--- config.mk ---
export PLATFORM = sky130hd
export DESIGN_NAME = uart_tx_buffered
export DESIGN_NICKNAME = d
export VERILOG_FILES = /design/src/rtl/uart_pkg.sv /design/src/rtl/tx_byte_fifo.sv /design/src/rtl/uart_tx_buffered.sv
export SDC_FILE = /design/constraint.sdc
export NUM_CORES = 1
export LEC_CHECK = 0
export ABC_AREA = 1
export BUFFER_PORTS_ARGS = -buffer_cell sky130_fd_sc_hd__buf_4
export CAP_MARGIN = 20
export CORE_AREA = 3 3 90 92
export CTS_BUF_LIST = sky130_fd_sc_hd__clkbuf_4
export CTS_CLUSTER_DIAMETER = 60
export DETAILED_ROUTE_END_ITERATION = 10
export DIE_AREA = 0 0 93 95
export GPL_TIMING_DRIVEN = 1
export PLACE_DENSITY_LB_ADDON = 0.2
export SETUP_SLACK_MARGIN = 0.15
export SLEW_MARGIN = 20
export SYNTH_ARGS = -nofsm -noshare
export SYNTH_HDL_FRONTEND = slang
export SYNTH_SLANG_ARGS = --single-unit
export TNS_END_PERCENT = 5
--- constraint.sdc ---
create_clock -name clk -period 6.8 [get_ports clk]
set_input_delay 0 -clock clk [delete_from_list [all_inputs] [get_ports clk]]
set_output_delay 0 -clock clk [all_outputs]
set_load 0.01 [all_outputs]
--- src/rtl/uart_pkg.sv ---
// Shared definitions for the buffered UART transmitter: serialiser states,
// register offsets from BASE_ADDR and register bit positions.
package uart_pkg;

  typedef enum logic [1:0] {
    ST_IDLE  = 2'd0,
    ST_START = 2'd1,
    ST_DATA  = 2'd2,
    ST_STOP  = 2'd3
  } tx_state_e;

  // Byte offsets of the registers relative to BASE_ADDR.
  localparam logic [31:0] TXDATA_OFS = 32'h0;
  localparam logic [31:0] STATUS_OFS = 32'h4;
  localparam logic [31:0] CTRL_OFS   = 32'h8;

  // STATUS bit positions; count occupies [STAT_CNT_LSB +: 3].
  localparam int STAT_BUSY    = 0;
  localparam int STAT_FULL    = 1;
  localparam int STAT_EMPTY   = 2;
  localparam int STAT_OVF     = 3;
  localparam int STAT_DONE    = 4;
  localparam int STAT_CNT_LSB = 8;

  // CTRL bit positions.
  localparam int CTRL_IRQ_EN = 0;
  localparam int CTRL_FLUSH  = 1;

endpackage

--- src/rtl/tx_byte_fifo.sv ---
// Byte-wide circular FIFO with a separate occupancy counter so that full and
// empty are unambiguous. Flush empties the FIFO but leaves the head byte on
// dout_o for the current cycle, so a same-cycle pop still gets its data.
module tx_byte_fifo #(
  parameter  int FIFO_DEPTH = 4,
  localparam int PW         = $clog2(FIFO_DEPTH),
  localparam int CW         = PW + 1
) (
  input  logic          clk,
  input  logic          reset,
  input  logic          push_i,
  input  logic [7:0]    din_i,
  input  logic          pop_i,
  input  logic          flush_i,
  output logic [7:0]    dout_o,
  output logic [CW-1:0] count_o,
  output logic          full_o,
  output logic          empty_o
);

  logic [7:0]    mem_q [FIFO_DEPTH];
  logic [PW-1:0] wr_ptr_q;
  logic [PW-1:0] rd_ptr_q;
  logic [CW-1:0] count_q;
  logic          push_ok;
  logic          pop_ok;

  // A push into a full FIFO is legal only when the head leaves on the same edge.
  assign pop_ok  = pop_i & ~empty_o;
  assign push_ok = push_i & (~full_o | pop_ok);

  assign dout_o  = mem_q[rd_ptr_q];
  assign count_o = count_q;
  assign full_o  = (count_q == CW'(FIFO_DEPTH));
  assign empty_o = (count_q == '0);

  // Storage write; the slot at wr_ptr_q is free (or is being vacated by a pop).
  // NOTE: the storage array has no reset; pointers and count alone decide which entries are valid.
  always_ff @(posedge clk) begin
    if (push_ok) mem_q[wr_ptr_q] <= din_i;
  end

  // Pointer and occupancy bookkeeping; pointers wrap naturally at FIFO_DEPTH.
  // NOTE: non-blocking (<=) in clocked blocks so every flop samples pre-edge values regardless of statement order.
  always_ff @(posedge clk) begin
    if (reset || flush_i) begin
      wr_ptr_q <= '0;
      rd_ptr_q <= '0;
      count_q  <= '0;
    end else begin
      if (push_ok) wr_ptr_q <= wr_ptr_q + 1'b1;
      if (pop_ok)  rd_ptr_q <= rd_ptr_q + 1'b1;
      case ({push_ok, pop_ok})
        2'b10:   count_q <= count_q + 1'b1;
        2'b01:   count_q <= count_q - 1'b1;
        default: count_q <= count_q;
      endcase
    end
  end

endmodule

--- src/rtl/uart_tx_buffered.sv ---
// Memory-mapped 8N1 UART transmitter: TXDATA pushes into a small FIFO, the
// serialiser drains it back-to-back, and a sticky done flag (set when the line
// goes idle) can raise irqout. STATUS is write-1-to-clear, CTRL holds irq_en.
module uart_tx_buffered
  import uart_pkg::*;
#(
  parameter logic [31:0] BASE_ADDR    = 32'h4000_0020,
  parameter int          CLKS_PER_BIT = 2604,
  parameter int          FIFO_DEPTH   = 4
) (
  input  logic        clk,
  input  logic        reset,
  input  logic        rd,
  input  logic        wr,
  input  logic [31:0] addr,
  input  logic [31:0] wdata,
  output logic [31:0] rdata,
  output logic        UART_TX,
  output logic        irqout
);

  localparam int CW = $clog2(FIFO_DEPTH) + 1;
  localparam int BW = (CLKS_PER_BIT > 1) ? $clog2(CLKS_PER_BIT) : 1;

  localparam logic [31:0] TXDATA_ADDR = BASE_ADDR + TXDATA_OFS;
  localparam logic [31:0] STATUS_ADDR = BASE_ADDR + STATUS_OFS;
  localparam logic [31:0] CTRL_ADDR   = BASE_ADDR + CTRL_OFS;

  tx_state_e     state_q, state_d;
  logic [BW-1:0] baud_q, baud_d;
  logic [2:0]    bit_idx_q, bit_idx_d;
  logic [7:0]    shift_q, shift_d;
  logic          tx_q, tx_d;
  logic          done_q, done_d;
  logic          ovf_q, ovf_d;
  logic          irq_en_q, irq_en_d;

  logic          hit_tx, hit_stat, hit_ctrl;
  logic          push, pop, flush, frame_done, baud_end;
  logic [7:0]    fifo_dout;
  logic [CW-1:0] fifo_count;
  logic          fifo_full, fifo_empty;
  logic          unused_bus_bits;

  // Only addr[31:2] and wdata[7:0] carry meaning for this peripheral.
  assign unused_bus_bits = ^{addr[1:0], wdata[31:8]};

  assign hit_tx   = (addr[31:2] == TXDATA_ADDR[31:2]);
  assign hit_stat = (addr[31:2] == STATUS_ADDR[31:2]);
  assign hit_ctrl = (addr[31:2] == CTRL_ADDR[31:2]);
  assign baud_end = (baud_q == BW'(CLKS_PER_BIT - 1));

  tx_byte_fifo #(.FIFO_DEPTH(FIFO_DEPTH)) u_fifo (
    .clk     (clk),
    .reset   (reset),
    .push_i  (push),
    .din_i   (wdata[7:0]),
    .pop_i   (pop),
    .flush_i (flush),
    .dout_o  (fifo_dout),
    .count_o (fifo_count),
    .full_o  (fifo_full),
    .empty_o (fifo_empty)
  );

  // Serialiser: pop into the shift register, then start / 8 data / stop bits.
  // NOTE: every output of this block gets a default first, so no path leaves one unassigned and infers a latch.
  always_comb begin
    state_d    = state_q;
    baud_d     = baud_q;
    bit_idx_d  = bit_idx_q;
    shift_d    = shift_q;
    pop        = 1'b0;
    frame_done = 1'b0;
    unique case (state_q)
      ST_IDLE: begin
        if (!fifo_empty) begin
          pop     = 1'b1;
          shift_d = fifo_dout;
          baud_d  = '0;
          state_d = ST_START;
        end
      end
      ST_START: begin
        if (baud_end) begin
          baud_d    = '0;
          bit_idx_d = '0;
          state_d   = ST_DATA;
        end else begin
          baud_d = baud_q + 1'b1;
        end
      end
      ST_DATA: begin
        if (baud_end) begin
          baud_d  = '0;
          shift_d = shift_q >> 1;
          if (bit_idx_q == 3'd7) state_d   = ST_STOP;
          else                   bit_idx_d = bit_idx_q + 1'b1;
        end else begin
          baud_d = baud_q + 1'b1;
        end
      end
      ST_STOP: begin
        if (baud_end) begin
          baud_d = '0;
          if (!fifo_empty) begin
            pop     = 1'b1;
            shift_d = fifo_dout;
            state_d = ST_START;
          end else begin
            frame_done = 1'b1;
            state_d    = ST_IDLE;
          end
        end else begin
          baud_d = baud_q + 1'b1;
        end
      end
      default: state_d = ST_IDLE;
    endcase
    // The line level is registered from the next state so UART_TX is a clean flop output.
    if (state_d == ST_START)     tx_d = 1'b0;
    else if (state_d == ST_DATA) tx_d = shift_d[0];
    else                         tx_d = 1'b1;
  end

  // Register writes: TXDATA push/overflow, STATUS W1C, CTRL irq_en and flush.
  always_comb begin
    push     = 1'b0;
    flush    = 1'b0;
    ovf_d    = ovf_q;
    done_d   = done_q;
    irq_en_d = irq_en_q;
    if (wr && hit_tx) begin
      if (!fifo_full || pop) push  = 1'b1;
      else                   ovf_d = 1'b1;
    end
    if (wr && hit_stat) begin
      if (wdata[STAT_OVF])  ovf_d  = 1'b0;
      if (wdata[STAT_DONE]) done_d = 1'b0;
    end
    if (wr && hit_ctrl) begin
      irq_en_d = wdata[CTRL_IRQ_EN];
      flush    = wdata[CTRL_FLUSH];
    end
    // A frame finishing on the same edge as a W1C keeps done set.
    if (frame_done) done_d = 1'b1;
  end

  // Read mux; reads have no side effects and unmapped or idle bus returns 0.
  always_comb begin
    rdata = '0;
    if (rd && hit_stat) begin
      rdata[STAT_BUSY]             = (state_q != ST_IDLE);
      rdata[STAT_FULL]             = fifo_full;
      rdata[STAT_EMPTY]            = fifo_empty;
      rdata[STAT_OVF]              = ovf_q;
      rdata[STAT_DONE]             = done_q;
      rdata[STAT_CNT_LSB +: 3]     = 3'(fifo_count);
    end else if (rd && hit_ctrl) begin
      rdata[CTRL_IRQ_EN]           = irq_en_q;
    end
  end

  // State flops; reset aborts any frame and returns the line to idle-high.
  always_ff @(posedge clk) begin
    if (reset) begin
      state_q   <= ST_IDLE;
      baud_q    <= '0;
      bit_idx_q <= '0;
      shift_q   <= '0;
      tx_q      <= 1'b1;
      done_q    <= 1'b0;
      ovf_q     <= 1'b0;
      irq_en_q  <= 1'b0;
    end else begin
      state_q   <= state_d;
      baud_q    <= baud_d;
      bit_idx_q <= bit_idx_d;
      shift_q   <= shift_d;
      tx_q      <= tx_d;
      done_q    <= done_d;
      ovf_q     <= ovf_d;
      irq_en_q  <= irq_en_d;
    end
  end

  assign UART_TX = tx_q;
  assign irqout  = irq_en_q & done_q;

endmodule

### Yosys cells after proc, flatten, opt, wreduce, memory -nomap -nowiden

Memory sizes are Yosys's and may differ from the RTL's. A register that Yosys moved wholly into a read port is not among the register bits.
Index checks and enable logic that the tools add are counted.
Widths: inputs -> output; s select.

| cells by class | value |
|---|---|
| add/subtract/negate cells | 6 |
| eq/ne operators | 18 |
| multiplexer cells | 45 |
| bitwise logic cells | 6 |
| reduce and logical (&&, ||, !) cells | 20 |

Operator list:

| cell | number |
|---|---|
| $eq 30x29->1 const B | 3 |
| $mux 12 | 2 |
| $mux 8 | 3 |
| $pmux 12 s2 | 1 |
| $pmux 8 s3 | 1 |
| $mux 1 | 22 |
| $mux 2 | 7 |
| $add 12x1->12 const B | 1 |
| $eq 12x12->1 const B | 1 |
| $mux 3 | 4 |
| $pmux 3 s2 | 2 |
| $ne 2x2->1 const B | 5 |
| $reduce_bool 2->1 | 5 |
| $eq 2x2->1 const B | 4 |
| $pmux 2 s4 | 1 |
| $add 3x1->3 const B | 2 |
| $eq 2x1->1 const B | 3 |
| $eq 3x3->1 const B | 2 |
| $logic_and 1x1->1 | 5 |
| $add 2x1->2 const B | 2 |
| $mux 4 | 1 |
| $reduce_and 4->1 | 1 |
| $and 1x1->1 | 3 |
| $logic_not 3->1 | 1 |
| 11 further kinds | 13 |

| word-level totals | value |
|---|---|
| register bits | 36 |
| memory bits (writable) | 32 |
| input port bits | 68 |
| logic and storage cells | 108 |
| memories kept | 1 |

Memories:

| name | words | bits a word | rd ports | clocked after memory_dff | wr ports | line | source |
|---|---|---|---|---|---|---|---|
| u_fifo.mem_q | 4 | 8 | 1 | 1 | 1 | tx_byte_fifo.sv:21 | `logic [7:0] mem_q [FIFO_DEPTH];` |

### Depth between registers and ports, before layout

| logic depth | value |
|---|---|
| word-level depth | 10 |
| depth in mapped cells | 15 |
| gate-level depth less buffers | 15 |

### Modules after synthesis

From an unflattened synthesis, not the netlist that was laid out.

| second synthesis, totals | value |
|---|---|
| cells, all modules | 496 |
| area total of the unflattened synthesis | 3,901.2 um^2 |

Modules (own cells, without submodules):

| module | times used | cells each | area each (um^2) |
|---|---|---|---|
| uart_tx_buffered | 1 | 355 | 2,242.2 |
| tx_byte_fifo | 1 | 141 | 1,659.1 |

### Least setup slack after synthesis

Ideal clock, no wire load.

| path | value |
|---|---|
| kind | register -> register |
| start point | register state_q[1] |
| end point | register u_fifo.count_q[2] (netlist: u_fifo.count_o[2]) |
| library setup time | 121 ps |
| data arrival time | 2,275 ps |
| data required time | 6,679 ps |
| setup slack | 4,405 ps |
| cell stages (with the launch flop) | 15 |
| path buffers | 0 |
| period minus slack after synthesis | 2,395 ps |
| cell sequence | dfxtp_1 -> inv_1 -> ha_1 -> inv_1 -> o21ai_4 -> nand2_4 -> nand2_4 -> nand4_4 -> ha_1 -> inv_1 -> fa_1 -> a21oi_1 -> o21ai_0 -> xor2_1 -> nor2_1 |

| between the ends | value |
|---|---|
| cells in the longest elaborated chain, start to end | 8 |
| elaborated cells between the ends (all ways) | 13 |
| those cells by class | 3 x eq/ne; 4 x mux; 3 x bitwise; 3 x reduce/logical |

RTL lines:

| item | line | source |
|---|---|---|
| from (decl) | uart_tx_buffered.sv:29 | `tx_state_e state_q, state_d;` |
| from (signal assigned) | uart_tx_buffered.sv:176 | `state_q <= state_d;` |
| $eq 2x2->1 or $logic_not 2->1 (tied branches) | uart_tx_buffered.sv:75 | `unique case (state_q)` |
| $pmux 1 s2 * | uart_tx_buffered.sv:75 |  |
| $logic_or 1x1->1 | uart_tx_buffered.sv:134 | `if (!fifo_full \|\| pop) push = 1'b1;` |
| $mux 1 | uart_tx_buffered.sv:134 |  |
| $mux 1 | uart_tx_buffered.sv:133 | `if (wr && hit_tx) begin` |
| $and 1x1->1 | tx_byte_fifo.sv:30 | `assign push_ok = push_i & (~full_o \| pop_ok);` |
| $eq 2x1->1 or $eq 2x2->1 (tied branches) | tx_byte_fifo.sv:53 | `case ({push_ok, pop_ok})` |
| $pmux 3 s2 or $reduce_bool 2->1 (tied branches) | - |  |
| to (signal assigned) | tx_byte_fifo.sv:54 | `2'b10: count_q <= count_q + 1'b1;` |
| to (signal assigned) | tx_byte_fifo.sv:55 | `2'b01: count_q <= count_q - 1'b1;` |
| to (signal assigned) | tx_byte_fifo.sv:56 | `default: count_q <= count_q;` |
| to (decl) | tx_byte_fifo.sv:24 | `logic [CW-1:0] count_q;` |

Mark *: on every way between the ends. The rest lies on a longest branch, timed or not.
A chain may end at the register's enable or synchronous reset.

### Worst setup path in the final report

Ends and elaborated chain as after synthesis.

==> results_dict.tcl <==
set metrics [dict create \
    die_w_um 93 \
    synth_edf_count 32 \
    grt_setup_unrepaired "false" \
    finalCriticalPeriod_ns 2.71 \
    run_status "finished, final reports clean" \
    tritoncts "yes" \
    critical_path_class "reg -> reg" \
    routed_via_density 4.89 \
    layout-drive-gt1-share 0.161 \
    crit_fanout 8 \
    die_area_um2 8840 \
    synth.distinct_cells 41 \
    core-area_um2 7290 \
    crit_arrival_ns 3.07 \
    drcViolationCount 0 \
    p_seq_frac 0.594 \
    areaGrowthSynthToFinish_pct 15.6 \
    finalCritPeriodShare 0.398 \
    power.share.combinational 0.093 \
    syn-cell-area_um2 4020 \
    clock_skew_ns 0.0213 \
    worst_slew_pin_slew_ns 0.696 \
    ctsResizeCount 0 \
    fp.dieH_um 95 \
    crit_path_start_kind "flop" \
    yosysSeqAreaShare 0.428 \
    setup_slack_ns 4.09 \
    start_util 0.552 \
    relSlewSlack 0.536 \
    crit_end "u_fifo.count_o[2]" \
    insertion_delay_ns 0.42 \
    post_cts_buffers 0 \
    wl_um 8310 \
    cts_made_buffers 9 \
    postRouteAntennaNets 0 \
    antenna_found_initial 0 \
    p_int_uw 564 \
    rr_startpoint "state_q[1]" \
    clock.fmax_mhz 369 \
    r2r_cells 14 \
    io_buffers 51 \
    setup_viol 0 \
    pre_cts_slack_ns 4.08 \
    avgSynthCellArea_um2 7.65 \
    cts.clk_slew.worst_paths_ns 0.14 \
    timing_hold_violations_final 0 \
    cts_sinks 70 \
    p_per_area_nw_per_um2 166 \
    crit_required_ns 7.17 \
    rrSetupSlack_ns 4.09 \
    grt.total_usage 0.202 \
    fin_tns_setup_ns 0 \
    yosysTopAreaCell "edfxtp_1" \
    stdcell_area_um2 4650 \
    async_flop_share 0 \
    grt_pass1_vias 3210 \
    place_area_um2 4410 \
    maxCapViolations 0 \
    clockRootBuffer "clkbuf_4" \
    dp_hpwl_um 6200 \
    grt_pass1_wl_um 14100 \
    fill_cells 659 \
    p_sw_uw 208 \
    switching_share 0.270 \
    ctsLongestPathBuffers 2 \
    ys_seq_elements 70 \
    wire_per_inst_um 11.9 \
    grt.overflow.total 0 \
    ys_warn_count 0 \
    p_leak_nw 1.91 \
    place.gp.congestion 0.834 \
    grt_max_degree 24 \
    drtIter0Drc 144 \
    synth-main-ff-cell "dfxtp_1" \
    r2r_end "u_fifo.count_o[2]" \
    hp-class "in -> reg" \
    hold_buffers 12 \
    dr.pass1.iters 4 \
    drv_slew 0 \
    clockPowerShare 0.313 \
    peakVddDrop_mv 0.0865 \
    rows 31 \
    nets 674 \
    crit_path_start "state_q[1]" \
    diodes 0 \
    synth_top_area_share 0.239 \
    cp-end-kind "flop" \
    io_pins 102 \
    yosys-top-cells-area "edfxtp_1, dfxtp_1, nand2_1" \
    syn_inst 526 \
    htreeDepth 3 \
    vias 3404 \
]
## cells in the final DEF (no fill, tap or decap), types with 2 or more instances in the layout
cell type,instances
nor2_1,60
nand3_1,29
edfxtp_1,32
buf_4,51
clkbuf_4,9
ha_1,13
nor2_4,3
inv_2,5
conb_1,24
o21ai_0,34
or2_2,2
a21oi_1,36
clkinv_4,3
nand2_2,3
nor2_2,6
nand2_4,3
nand2_1,119
xor2_1,2
nor2_8,2
inv_6,2
and3_1,2
nand4_1,6
nor3_1,5
o22ai_1,2
inv_1,74
dfxtp_1,38
a211oi_1,3
dlygate4sd3_1,12
## registers in the layout (all words and copies together), names as in the netlist, named ones only
name	cells
shift_q	8
ovf_q	1
u_fifo.wr_ptr_q	2
state_q	2
u_fifo.count_o	3
irq_en_q	1
u_fifo.mem_q	32
baud_q	12
UART_TX	1
done_q	1
u_fifo.rd_ptr_q	2
bit_idx_q	3
## synthesized netlist by cell type (2+ instances only)
cell type / count
o22ai_1: 2
nand4_1: 6
nor3_1: 5
dfxtp_1: 38
inv_2: 5
a21oi_1: 36
nand2_2: 3
clkbuf_1: 5
a211oi_1: 3
xor2_1: 2
buf_2: 2
nor2_8: 2
nand2_1: 119
buf_4: 24
edfxtp_1: 32
nand2_4: 3
nor2_4: 3
inv_1: 74
nor2_2: 6
nor2_1: 60
o21ai_0: 34
nand3_1: 29
and3_1: 2
ha_1: 13
or2_2: 2
## worst min-delay path by stage
stage	start	endpoint	slack (ns)	depth (start not counted)
after floorplan	reset	baud_q[0]	0.08	1
after global placement	wdata[2]	u_fifo.mem_q[1][2]	0.20	1
after detailed placement	wdata[2]	u_fifo.mem_q[1][2]	0.21	1
after CTS	addr[3]	done_q	0.06	7
after global routing	addr[3]	done_q	0.10	7
final	addr[3]	done_q	0.08	7
## layer usage
metal | global-route usage | wire [um] | vias to the layer above | share of wire
li1 | - | - | 1778 | -
met5 | 0 | 0 | - | 0
met4 | 0.0586 | 107 | 0 | 0.013
met1 | 0.256 | 3800 | 1532 | 0.46
met2 | 0.341 | 3920 | 84 | 0.47
met3 | 0.0510 | 479 | 10 | 0.058
## through the flow
| stage | hold slack [ns] | cells | power [mW] | utilization |
|---|---|---|---|---|
| floorplan | 0.0785 | 549 | 0.515 | - |
| global placement | 0.204 | 668 | 0.533 | 0.604 |
| detailed placement | 0.206 | 668 | 0.535 | 0.604 |
| CTS | 0.0577 | 696 | 0.779 | 0.638 |
| global route | 0.102 | 696 | 0.815 | 0.638 |
| finish | 0.0791 | 696 | 0.773 | 0.638 |
## critical path: stages, from the launching register on
cell     delay [ns]
dfxtp_1        0.44
inv_1          0.14
ha_1           0.24
inv_1          0.24
o21ai_4        0.16
nand2_4        0.14
nand2_4        0.08
nand4_4        0.11
ha_1           0.16
inv_1          0.07
fa_1           0.38
a21oi_1        0.14
o21ai_0        0.11
xor2_1         0.15
nor2_1         0.10
## power groups by stage
| stage | Sequential (mW) | Combinational [mW] | Clock, mW |
|---|---|---|---|
| after global placement | 0.468 | 0.0652 | 0 |
| final | 0.459 | 0.0721 | 0.242 |
| after global routing | 0.461 | 0.0843 | 0.270 |
| after CTS | 0.459 | 0.0719 | 0.248 |
| after floorplan | 0.467 | 0.0480 | 0 |
| after detailed placement | 0.469 | 0.0667 | 0 |
## area by class of cell
cell class / instances / area (um^2) / share of cell area
Multi-Input combinational cell: 369 / 1880 / 0.405
Inverter: 79 / 297 / 0.0637
Sequential cell: 70 / 1720 / 0.370
Clock inverter: 7 / 56.3 / 0.0121
Tap cell: 99 / 124 / 0.0266
Timing Repair Buffer: 63 / 503 / 0.108
Clock buffer: 9 / 67.6 / 0.0145
## cell families after synthesis
group / after synthesis / synth area share
simple gates: 244 / 0.279
compound gates: 85 / 0.117
buf+inv: 110 / 0.126
other cells: 1 / 0.000932
flops: 70 / 0.428
fa+ha+maj: 14 / 0.0454
xor+xnor: 2 / 0.00435
Power figures use the tool's default switching activity.
